**src/rtl/prog_freqdiv.sv**
```systemverilog
// Runtime-programmable integer clock divider with exact 50% duty for even and odd N,
// glitch-free divisor reload at period boundaries, period-start tick and phase restart.
module prog_freqdiv #(
  parameter int WIDTH   = 8,
  parameter int DEF_DIV = 2
) (
  input  logic             clk_in,
  input  logic             rst,
  input  logic             sync,
  input  logic             div_load,
  input  logic [WIDTH-1:0] div_val,
  output logic [WIDTH-1:0] cur_div,
  output logic             div_pend,
  output logic             div_err,
  output logic             tick,
  output logic             clk_out
);

  localparam logic [WIDTH-1:0] DEF_N = WIDTH'(DEF_DIV);
  localparam logic [WIDTH-1:0] ONE   = WIDTH'(1);
  localparam logic [WIDTH-1:0] TWO   = WIDTH'(2);

  logic [WIDTH-1:0] cnt;
  logic [WIDTH-1:0] cnt_next;
  logic [WIDTH-1:0] pend_div;
  logic [WIDTH-1:0] nxt_div;
  logic [WIDTH-1:0] nxt_pend_div;
  logic             nxt_pend;
  logic             load_ok;
  logic             load_bad;
  logic             at_wrap;
  logic             hi_p;
  logic             hi_n;
  logic             run_q;
  logic             hi_next;
  logic             tick_next;

  assign load_ok  = div_load && (div_val >= TWO);
  assign load_bad = div_load && (div_val < TWO);
  assign at_wrap  = (cnt == (cur_div - ONE));

  always_comb begin
    nxt_div      = cur_div;
    nxt_pend_div = pend_div;
    nxt_pend     = div_pend;
    cnt_next     = cnt + ONE;
    if (!sync) begin
      // Restart: park the counter so the first edge after release is a boundary.
      if (load_ok) begin
        nxt_div = div_val;
      end else if (div_pend) begin
        nxt_div = pend_div;
      end
      nxt_pend_div = nxt_div;
      nxt_pend     = 1'b0;
      cnt_next     = nxt_div - ONE;
    end else begin
      if (at_wrap) begin
        cnt_next = '0;
        if (div_pend) begin
          nxt_div  = pend_div;
          nxt_pend = 1'b0;
        end
      end
      // A load on a boundary edge stays pending for the following boundary.
      if (load_ok) begin
        nxt_pend_div = div_val;
        nxt_pend     = 1'b1;
      end
    end
    hi_next   = sync && (cnt_next < (nxt_div >> 1));
    tick_next = sync && (cnt_next == '0);
  end

  always_ff @(posedge clk_in or negedge rst) begin
    if (!rst) begin
      cnt      <= DEF_N - ONE;
      cur_div  <= DEF_N;
      pend_div <= DEF_N;
      div_pend <= 1'b0;
      div_err  <= 1'b0;
      tick     <= 1'b0;
      hi_p     <= 1'b0;
      run_q    <= 1'b0;
    end else begin
      cnt      <= cnt_next;
      cur_div  <= nxt_div;
      pend_div <= nxt_pend_div;
      div_pend <= nxt_pend;
      div_err  <= load_bad;
      tick     <= tick_next;
      hi_p     <= hi_next;
      run_q    <= sync;
    end
  end

  always_ff @(negedge clk_in or negedge rst) begin
    if (!rst) begin
      hi_n <= 1'b0;
    end else begin
      hi_n <= hi_p & cur_div[0];
    end
  end

  // run_q drops with hi_p so a restart cannot leave the half-cycle extension high.
  assign clk_out = hi_p | (hi_n & run_q);

endmodule

```
**config.mk**
```make
export PLATFORM = sky130hd
export DESIGN_NAME = prog_freqdiv
export DESIGN_NICKNAME = d
export VERILOG_FILES = /design/src/rtl/prog_freqdiv.sv
export SDC_FILE = /design/constraint.sdc
export NUM_CORES = 1
export LEC_CHECK = 0
export CAP_MARGIN = 25
export CELL_PAD_IN_SITES_DETAIL_PLACEMENT = 1
export CELL_PAD_IN_SITES_GLOBAL_PLACEMENT = 1
export CORE_MARGIN = 3
export CORE_UTILIZATION = 25
export CTS_CLUSTER_DIAMETER = 40
export CTS_CLUSTER_SIZE = 24
export DETAILED_ROUTE_END_ITERATION = 16
export PLACE_DENSITY_LB_ADDON = 0.1
export SYNTH_ARGS = -nofsm -noshare
export SYNTH_HDL_FRONTEND = slang
export SYNTH_SLANG_ARGS = --single-unit
```
**constraint.sdc**
```tcl
create_clock -name clk_in -period 4 [get_ports clk_in]
set_input_delay 0.6 -clock clk_in [delete_from_list [all_inputs] [get_ports clk_in]]
set_output_delay 0.6 -clock clk_in [all_outputs]
set_load 0.03 [all_outputs]
```
==> flow_summary.json <==
{
  "outcome": "complete, no violations",
  "critPathTopFamily": "buffers and inverters",
  "globalRouteOverflowTotal": 0,
  "drc": 0,
  "clockRootBuffer": "clkbuf_8",
  "cp_cell_sequence": "a21o_1 -> dlygate4sd2_1",
  "cts-buffers-inserted": 5,
  "synth_cell_types": 44,
  "post_cts_buffers": 0,
  "die_w_um": 98.16,
  "critPathMaxFanout": 1,
  "critPathLaunchType": "flip-flop",
  "vias_per_cell": 4.734,
  "core-area_um2": 7968,
  "cts_hold_buffers": 0,
  "hold_viol": 0,
  "arrival_ns": 3.16,
  "cts_num_sinks": 30,
  "async_flop_share_pct": 100.0,
  "dp_cells": 361,
  "finClkSkew_ns": 0.01119,
  "drive_gt1_share_pct": 19.85,
  "grt_setup_unrepaired": "false",
  "fin_crit_sh_pct": 94.08,
  "clk_pin_slew_ns": 0.07,
  "initial_core_util_pct": 26.65,
  "syn_area_um2": 2123,
  "yosysTopAreaCell": "dfrtp_1",
  "diodes": 0,
  "synth_fp_nets": 247,
  "grtUsageMet3_pct": 1.571,
  "multi_input_area_um2": 1323,
  "yosys-top-cells-count": "dfrtp_1, mux2i_1, nor2_1, a21oi_1, nand2_1",
  "synth.most_common_cell": "dfrtp_1",
  "synthCells": 226,
  "synth_area_leaders": "dfrtp_1, mux2i_1, mux2_2",
  "port_buffers": 23,
  "dr.pass1.iters": 4,
  "grt.met2_usage_pct": 23.04,
  "power.density_nw_per_um2": 449.3,
  "final_antenna_net_count": 0,
  "clk_latency_ns": 0.29,
  "fp-row-count": 32,
  "synth_top_cell_area_share_pct": 30.64,
  "antenna_found_initial": 0,
  "place_area_um2": 2600,
  "synth-seq-cells": 30,
  "drt_iter0_drc": 53,
  "cts_htree_levels": 2,
  "fin_nets": 287,
  "total_power_uw": 1222,
  "fp.dieArea_um2": 9635,
  "post_drt_wl_per_cell_um": 17.40,
  "slowest_delay_ns": 0.39,
  "fmax_ghz": 0.2682,
  "critPathBufInv": 1,
  "stdcell_area_um2": 2720,
  "wirelength_mm": 6.420,
  "cp.required_ns": 3.40,
  "leakagePower_uw": 0.001176,
  "syn_avg_cell_area_um2": 9.395,
  "holdCritPathClass": "flip-flop to flip-flop",
  "ys_seq_area_share_pct": 35.53,
  "grt_max_degree": 32,
  "setup_violations": 0,
  "gp_congestion": 0.7386,
  "pin_count": 24,
  "cpMaxStageDelayCell": "dlygate4sd2_1",
  "cap_violations": 0,
  "tightest_slew_ns": 0.5282,
  "dp_hpwl_mm": 5.006,
  "fill_cells": 944,
  "syn2layout_area_growth_pct": 28.11,
  "irDropWorstVdd_mv": 0.1302,
  "grt_pass1_vias": 1921,
  "min_period_ns": 3.763,
  "slew_headroom_pct": 64.79,
  "maxSlewViolCount": 0,
  "grt_busiest_layer": "met2",
  "clockBufferDepth": 2,
  "fin_tns_setup_ns": 0,
  "dr_total_vias": 1747,
  "synth-main-ff-cell": "dfrtp_1",
  "cp-end-kind": "output pin",
  "die-height_um": 98.16,
  "fin_util_pct": 34.14,
  "yosysWarnings": 0,
  "cts_tree": "built",
  "final_cells": 369,
  "seqCellArea_um2": 754.5,
  "met1_usage_pct": 19.26,
  "grt_pass1_wl_mm": 10.56,
  "synth_edf_count": 0,
  "worstSetupPathType": "flip-flop to output pin",
  "grt.total_usage_pct": 13.87
}
[final timing paths]
check                            start  slack [ns]  cells past startpoint          end
max                               hi_n        0.24                      2      clk_out
min                        pend_div[0]        0.55                      1  pend_div[0]
max reg2reg                 cur_div[0]        0.34                     14         hi_p
min reg2reg                pend_div[0]        0.55                      1  pend_div[0]
max in group asynchronous          rst        1.43                      1         hi_n
min in group asynchronous          rst        0.83                      2  pend_div[4]
[worst register-to-register path, stage by stage (launching register included)]
cell and delay (ns):
dfrtp_1 0.46, inv_1 0.11, ha_1 0.31, xor2_1 0.15
nand2_1 0.08, a2111oi_1 0.49, o2111a_1 0.31, nand2_1 0.18
mux2i_1 0.19, mux2_2 0.29, ha_1 0.22, a2111oi_2 0.34
o31a_1 0.18, o21ai_1 0.11, a21oi_1 0.16
[power breakdown]
group	switching, uW	internal, uW	leakage (uW)
Sequential	71.8	360	0.000353
Combinational	287	241	0.000775
Clock	124	139	0.0000482
Total	482	740	0.00118
[routing by layer]
metal  vias up  share of wire (%)
met1       827                 50
met4         0                1.1
met3         7                1.8
met5         -                  0
li1        893                  -
met2        20                 47
[sequential cells by signal (all words and copies together) (netlist names)]
| name | cells |
|---|---|
| cnt | 8 |
| cur_div | 8 |
| div_err | 1 |
| div_pend | 1 |
| hi_n | 1 |
| hi_p | 1 |
| pend_div | 8 |
| run_q | 1 |
| tick | 1 |
[repair_timing]
action / CTS / global route
endpoints found under the setup margin: 1 / 1
resized for setup: 1 / 7
hold endpoints to repair: 0 / 0
pin swaps: 0 / 1
[cells by family (layout without fill, tap and decap cells)]
group	after synthesis	in the layout	share of synthesized area [%]
AO/OA/AOI/OAI	44	44	13.85
flip-flops	30	30	35.53
XOR/XNOR	19	19	7.837
multiplexers	37	37	18.15
adder cells (fa/ha/maj)	9	9	5.304
AND/OR/NAND/NOR	69	69	16.09
buffers and inverters	18	59	3.241
[metrics by stage]
stage          worst slack, ns  hold slack [ns]
6_report                0.2369           0.5502
5_1_grt                0.02660           0.5754
4_1_cts                 0.1222           0.5573
3_5_place_dp           -0.1704           0.5455
2_1_floorplan           0.1385           0.3044
3_3_place_gp           -0.1520           0.5366
[cell type report]
class,instances,area share (%)
multi-input cells,178,48.62
clock buffers,7,3.174
clock inverters,1,0.1840
repair buffers,45,14.77
inverters,6,0.8280
well taps,102,4.692
flip-flops and latches,30,27.74
[cell usage in the layout, fill, tap and decap left out, drive strengths merged, types with 4 or more instances in the layout]
| cell type | count |
|---|---|
| nand3 | 9 |
| dfrtp | 26 |
| o22ai | 4 |
| xnor2 | 9 |
| nor2 | 21 |
| a21oi | 17 |
| buf | 22 |
| clkdlybuf4s50 | 22 |
| ha | 9 |
| mux2i | 25 |
| nand2 | 15 |
| inv | 6 |
| clkbuf | 7 |
| xor2 | 10 |
| mux2 | 12 |
| o21ai | 9 |
Note: power is estimated with default switching activity, not from simulation.
